==> src/rtl/x_feed_pkg.sv <==
// Shared types and sizing for the X-feed row-register scheduler.
package x_feed_pkg;
    localparam int XR_DEPTH = 32;
    localparam int XR_IDX_W = 5;
    localparam int XR_ROWS  = 8;
    localparam int XR_MAX_K = XR_DEPTH - 1;

    typedef enum logic [1:0] {
        ST_IDLE,
        ST_LOAD,
        ST_DRAIN,
        ST_DONE
    } feed_state_e;
endpackage

==> src/rtl/x_feed_skew.sv <==
// Per-row drain window: row r shifts while r <= c <= r+K.
module x_feed_skew
    import x_feed_pkg::*;
#(
    parameter int ROWS = XR_ROWS,
    parameter int CW   = 6
) (
    input  logic [CW-1:0]       c,
    input  logic [XR_IDX_W-1:0] k,
    output logic [ROWS-1:0]     en
);
    always_comb begin
        en = '0;
        for (int r = 0; r < ROWS; r++) begin
            en[r] = (c >= CW'(r)) && (c <= CW'(r) + CW'(k));
        end
    end
endmodule

==> src/rtl/x_feed_sched.sv <==
// Loads a tile of column beats into the X row registers, then drains it with a
// one-cycle-per-row skew.
//   state    | meaning
//   ST_IDLE  | waiting for the first beat of a tile (written at index 0)
//   ST_LOAD  | accepting beats, b = next write index
//   ST_DRAIN | issuing skewed shift commands, c = drain step
//   ST_DONE  | one-cycle completion pulse
module x_feed_sched
    import x_feed_pkg::*;
#(
    parameter int ROWS = XR_ROWS
) (
    input  logic                CLK,
    input  logic                RST,
    input  logic                IN_VALID,
    output logic                IN_READY,
    input  logic [ROWS*8-1:0]   IN_DATA,
    input  logic                IN_LAST,
    input  logic                STALL,
    output logic [ROWS-1:0]     XR_EN,
    output logic                XR_WRITE,
    output logic [XR_IDX_W-1:0] XR_IDX,
    output logic [ROWS*8-1:0]   XR_DIN,
    output logic                XR_VALID_IN,
    output logic [XR_IDX_W-1:0] TILE_LEN,
    output logic                BUSY,
    output logic                DONE,
    output logic                TRUNC
);
    localparam int CW = $clog2(XR_MAX_K + ROWS);
    localparam logic [XR_IDX_W-1:0] B_LAST = XR_IDX_W'(XR_MAX_K - 1);

    feed_state_e          state_q, state_d;
    logic [XR_IDX_W-1:0]  b_q, b_d, k_q, k_d;
    logic [CW-1:0]        c_q, c_d, c_last;
    logic [ROWS-1:0]      skew_en;
    logic                 accept;

    logic [ROWS-1:0]      en_d;
    logic                 write_d, vin_d, trunc_d;
    logic [XR_IDX_W-1:0]  idx_d;
    logic [ROWS*8-1:0]    din_d;

    assign IN_READY = (state_q == ST_IDLE) || (state_q == ST_LOAD);
    assign accept   = IN_VALID && IN_READY;
    assign BUSY     = (state_q != ST_IDLE);
    assign DONE     = (state_q == ST_DONE);
    assign TILE_LEN = k_q;
    assign c_last   = CW'(k_q) + CW'(ROWS - 1);

    x_feed_skew #(.ROWS(ROWS), .CW(CW)) u_skew (
        .c  (c_q),
        .k  (k_q),
        .en (skew_en)
    );

    always_comb begin
        state_d = state_q;
        b_d     = b_q;
        k_d     = k_q;
        c_d     = c_q;
        en_d    = '0;
        write_d = 1'b0;
        vin_d   = 1'b0;
        trunc_d = 1'b0;
        idx_d   = '0;
        din_d   = '0;
        case (state_q)
            ST_IDLE, ST_LOAD: begin
                // b_q is always 0 in IDLE, so the first beat lands at index 0
                if (accept) begin
                    en_d    = '1;
                    write_d = 1'b1;
                    vin_d   = 1'b1;
                    idx_d   = b_q;
                    din_d   = IN_DATA;
                    if (IN_LAST || (b_q == B_LAST)) begin
                        k_d     = b_q + 1'b1;
                        trunc_d = !IN_LAST;
                        b_d     = '0;
                        c_d     = '0;
                        state_d = ST_DRAIN;
                    end else begin
                        b_d     = b_q + 1'b1;
                        state_d = ST_LOAD;
                    end
                end
            end
            ST_DRAIN: begin
                if (!STALL) begin
                    en_d = skew_en;
                    if (c_q == c_last) begin
                        state_d = ST_DONE;
                    end else begin
                        c_d = c_q + 1'b1;
                    end
                end
            end
            ST_DONE: state_d = ST_IDLE;
            default: state_d = ST_IDLE;
        endcase
    end

    always_ff @(posedge CLK) begin
        if (!RST) begin
            state_q     <= ST_IDLE;
            b_q         <= '0;
            k_q         <= '0;
            c_q         <= '0;
            XR_EN       <= '0;
            XR_WRITE    <= 1'b0;
            XR_IDX      <= '0;
            XR_DIN      <= '0;
            XR_VALID_IN <= 1'b0;
            TRUNC       <= 1'b0;
        end else begin
            state_q     <= state_d;
            b_q         <= b_d;
            k_q         <= k_d;
            c_q         <= c_d;
            XR_EN       <= en_d;
            XR_WRITE    <= write_d;
            XR_IDX      <= idx_d;
            XR_DIN      <= din_d;
            XR_VALID_IN <= vin_d;
            TRUNC       <= trunc_d;
        end
    end
endmodule
==> config.mk <==
export PLATFORM = sky130hd
export DESIGN_NAME = x_feed_sched
export DESIGN_NICKNAME = d
export VERILOG_FILES = /design/src/rtl/x_feed_pkg.sv /design/src/rtl/x_feed_skew.sv /design/src/rtl/x_feed_sched.sv
export SDC_FILE = /design/constraint.sdc
export NUM_CORES = 1
export LEC_CHECK = 0
export BUFFER_PORTS_ARGS = -buffer_cell sky130_fd_sc_hd__buf_2
export CAP_MARGIN = 20
export CORE_ASPECT_RATIO = 0.5
export CORE_MARGIN = 2
export CORE_UTILIZATION = 25
export DETAILED_ROUTE_END_ITERATION = 10
export PLACE_DENSITY = 0.53
export REMOVE_ABC_BUFFERS = 1
export SYNTH_ARGS = -nofsm -noshare
export SYNTH_HDL_FRONTEND = slang
export SYNTH_HIERARCHICAL = 1
export SYNTH_SLANG_ARGS = --single-unit
==> constraint.sdc <==
create_clock -name CLK -period 3.8 [get_ports CLK]
set_input_delay 0.95 -clock CLK [delete_from_list [all_inputs] [get_ports CLK]]
set_output_delay 0.95 -clock CLK [all_outputs]
set_load 0.02 [all_outputs]
==> out/metrics.sh <==
YS_SEQ_AREA_FRAC=0.428
1ST_ITER_DRT_VIOLS=210
LAYOUT_COMMONEST_CELL='sky130_fd_sc_hd__buf_2'
FP.DIEAREA_UM2=19300
GRT_USE_TOTAL=0.122
TOTALWIRELENGTH_MM=11.8
ANTENNA-DIODE-COUNT=0
PLACEMENT_ROWS=34
POST_CTS.REPAIR.SETUP_BUFFERS=0
TOP_LEVEL_PORTS=157
YS_SEQ_ELEMENTS=97
POWER-PER-CELL-AREA_nW_PER_UM2=404
TRITONCTS_NUM_SINKS=97
POST-PLACE-WS_NS=1.07
CLKTRANSATPATHREGS_NS=0.07
POST_LAYOUT_INSTANCE_COUNT_EXCLUDING_FILLER_CELLS=862
FINAL_DESIGN_AREA_EXCLUDING_FILLERS_UM2=5870
TIMING.CRITICAL_PATH.MODE_CELL='sky130_fd_sc_hd__ha_1'
FMAX_MHz=377
STATUS='completed'
TOTALNEGATIVESETUPSLACK_NS=0
FP.COREAREA_UM2=17600
AVGVIACOUNTPERCELL=4.55
CTS_MADE_BUFFERS=9
WORST_SLEW_PIN_SLEW_NS=0.899
CP_SLOWEST_CELL='sky130_fd_sc_hd__dfxtp_1'
GR-TOTAL-OVERFLOW=0
PLACEDINSTANCEAREA_UM2=5550
CTS.HTREE.LEVELS=3
WORST-SETUP-PATH-TYPE='reg2reg'
SYNTHTOLAYOUTAREAGROWTH_PCT=29.4
DRIVE_GT1_FRAC=0.307
HP-START='b_q[1]$_SDFFE_PN0P_'
TIMING.HOLD.WORST.CLASS='reg2reg'
NETS=742
EFFECTIVE_UTILIZATION_AT_FLOORPLAN=0.258
YOSYS-TOP-CELLS-AREA='sky130_fd_sc_hd__dfxtp_1, sky130_fd_sc_hd__ha_1, sky130_fd_sc_hd__and3_1'
WHS_PATH_DEPTH=1
ROUTEDWLPERCELL_UM=13.7
PERIOD_NEEDED_NS=2.65
MOST-COMMON-LAYOUT-CELLS='sky130_fd_sc_hd__buf_2, sky130_fd_sc_hd__dfxtp_1, sky130_fd_sc_hd__and3_1'
CRIT_BUF_INV=1
CP_CELL_SEQUENCE='inv_1 -> ha_1 -> or3_1 -> ha_1 -> and4_4 -> a221oi_1 -> o21ai_0 -> a21oi_1 -> a21o_1'
WORSTSETUPSTARTPOINTTYPE='flop'
YOSYS_WARNINGS=6
YOSYS.AREA.TOP_TYPE='sky130_fd_sc_hd__dfxtp_1'
REPORT.FINAL.HOLD_VIOL_COUNT=0
FINAL.HOLD.WORST_SLACK_NS=0.551
DIE_SPAN_X_UM=194
STATIC-LEAKAGE-POWER_uW=0.00313
WORST_SETUP_PATH_END_KIND='flop'
FIRST_PASS_GRT_WIRE_LENGTH_MM=19.1
SYNTH_FLOP_TYPE='sky130_fd_sc_hd__dfxtp_1'
FF2FF_SETUP_SLACK_NS=1.15
WORSTREGTOREGCELLS=9
SYNTH_EDF_COUNT=0
DRV_CAP=0
DRT.ANTENNA.VIOLATING_NETS=0
SLEW_VIOL_FINAL=0
POST_CTS_RESIZED=0
NETLIST-CELL-TYPE-COUNT=55
FINALSETUPVIOLCOUNT=0
CTS_TREE='done'
LATEST_CLOCK_ARRIVAL_WITHIN_THE_WORST_SKEW_PAIR_NS=0.34
DRC_ERRORS=0
FINAL.SETUP_SKEW_NS=0.00634
DIE_H_UM=99.2
AVGSYNTHCELLAREA_UM2=9.53
WORST_SLACK_NS=1.15
HOLDPATHEND='XR_IDX[1]$_SDFF_PN0_'
PLACE.GP.CONGESTION=0.807
IO_BUFFER_COUNT=156
CP_TOP_FAMILY='compound AO/OA/AOI/OAI gates'
WORST_R2R_ENDPOINT='XR_EN[6]$_SDFF_PN0_'
CRITICAL_PATH.MAX_STAGE_DELAY_NS=0.60
CP_DATA_ARRIVAL_TIME_NS=2.94
FINAL_MIN_PERIOD_OVER_CLOCK_PERIOD=0.697
DP.CELLS=846
MAX-SLEW-MARGIN-REL=0.398
GRT_START_MAX_NET_PINS=61
ANTENNA_FOUND_INITIAL=0
SYNTH-ASYNC-RESET-RATIO=0
DRT_PRE_ANTENNA_ITERS=4
CTS-HOLD-FIX-BUFFERS=0
YOSYS.AREA.TOP_TYPE_SHARE=0.428
FIRST_GLOBAL_VIAS=3823
RSZ0062_AT_GRT='false'
IRDROPWORSTVDD_uV=233
ROUTED-VIA-COUNT=3922
SYN_AREA_UM2=4540
CRIT_FANOUT=12
SYN_INST=476
CTS_ROOT_BUFFER='sky130_fd_sc_hd__clkbuf_16'
CTS_MAX_PATH_BUFFERS=2
START_OF_THE_WORST_REGISTER_TO_REGISTER_PATH='TILE_LEN[1]$_SDFFE_PN0P_'
HPWL_AFTER_DETAILED_PLACEMENT_MM=8.62
TIMING.CRITICAL_PATH.REQUIRED_NS=4.09
-- worst max path at each step --
stage / start / endpoint / slack, ns / depth (start not counted)
floorplan: IN_VALID / c_q[4]$_SDFFE_PN0P_ / 0.1 / 4
global placement: RST / TRUNC$_SDFF_PN0_ / 1.14 / 4
detailed placement: RST / TRUNC$_SDFF_PN0_ / 1.07 / 4
CTS: TILE_LEN[1]$_SDFFE_PN0P_ / XR_EN[6]$_SDFF_PN0_ / 1.17 / 9
global route: TILE_LEN[1]$_SDFFE_PN0P_ / XR_EN[6]$_SDFF_PN0_ / 0.90 / 9
finish: TILE_LEN[1]$_SDFFE_PN0P_ / XR_EN[6]$_SDFF_PN0_ / 1.15 / 9
-- registers in the layout (all words and copies together) (netlist names) --
signal	count
XR_IDX	5
TILE_LEN	5
c_q	6
TRUNC	1
b_q	5
XR_EN	8
state_q	2
XR_VALID_IN	1
XR_DIN	64
-- logic make-up (layout without fill, tap and decap cells) --
logic type | after synthesis | after routing | share of synthesized area
buffers and inverters | 43 | 195 | 0.0383
multiplexers | 2 | 2 | 0.00469
AO/OA/AOI/OAI | 83 | 83 | 0.121
flip-flops | 97 | 97 | 0.428
adder cells (fa/ha/maj) | 50 | 50 | 0.138
AND/OR/NAND/NOR | 175 | 175 | 0.220
XOR/XNOR | 26 | 26 | 0.0502
-- stage by stage --
step	power (µW)	utilization
5_1_grt	2510	0.334
6_report	2370	0.334
3_3_place_gp	1440	0.316
4_1_cts	2420	0.334
3_5_place_dp	1440	0.316
2_1_floorplan	1300	-
-- final cells by class --
cell class,count,area [µm²]
clock buffer,9,225
clock inverter,7,97.6
fill,1789,11700
inverter,18,67.6
multi-input combinational,336,2430
sequential,97,1940
tap,234,293
timing repair buffer,161,818
-- report_power, final --
group,switching [µW],internal [µW]
clock,426,530
sequential,25.7,1060
combinational,196,137
total,647,1720
-- routing by layer --
layer	global-route usage	wire [µm]	vias to the layer above
met1	0.156	5620	1815
met2	0.201	5400	108
met3	0.0281	643	13
met4	0.0503	182	0
met5	0	0	-
li1	-	-	1986
-- worst reg2reg max path: stages, from the launching register on --
cell and delay [ns]:
sky130_fd_sc_hd__dfxtp_1 0.60, sky130_fd_sc_hd__inv_1 0.21, sky130_fd_sc_hd__ha_1 0.28, sky130_fd_sc_hd__or3_1 0.32
sky130_fd_sc_hd__ha_1 0.32, sky130_fd_sc_hd__and4_4 0.21, sky130_fd_sc_hd__a221oi_1 0.24, sky130_fd_sc_hd__o21ai_0 0.13
sky130_fd_sc_hd__a21oi_1 0.17, sky130_fd_sc_hd__a21o_1 0.12
-- synth_stat cells, types with 2 or more instances --
library cell               instances
sky130_fd_sc_hd__dfxtp_1          97
sky130_fd_sc_hd__and3_1           71
sky130_fd_sc_hd__ha_1             50
sky130_fd_sc_hd__nand2_1          36
sky130_fd_sc_hd__a21oi_1          31
sky130_fd_sc_hd__clkbuf_1         22
sky130_fd_sc_hd__xnor2_1          17
sky130_fd_sc_hd__inv_1            16
sky130_fd_sc_hd__nand3_1          12
sky130_fd_sc_hd__nor2_1           12
sky130_fd_sc_hd__o21ai_0          10
sky130_fd_sc_hd__a21o_1            9
sky130_fd_sc_hd__xor2_1            9
sky130_fd_sc_hd__nand4_1           6
sky130_fd_sc_hd__o211a_1           6
sky130_fd_sc_hd__and2_1            5
sky130_fd_sc_hd__or2_2             5
sky130_fd_sc_hd__nand4b_1          4
sky130_fd_sc_hd__nor2b_1           4
sky130_fd_sc_hd__o21ai_1           4
sky130_fd_sc_hd__o221ai_1          4
sky130_fd_sc_hd__nand2b_1          3
sky130_fd_sc_hd__o22ai_1           3
sky130_fd_sc_hd__a221oi_1          2
sky130_fd_sc_hd__and4_1            2
sky130_fd_sc_hd__inv_2             2
sky130_fd_sc_hd__nand3b_1          2
sky130_fd_sc_hd__nor3_1            2
sky130_fd_sc_hd__nor3b_1           2
sky130_fd_sc_hd__o21a_1            2
sky130_fd_sc_hd__or3_1             2
Note: power is estimated with default switching activity, not from simulation.
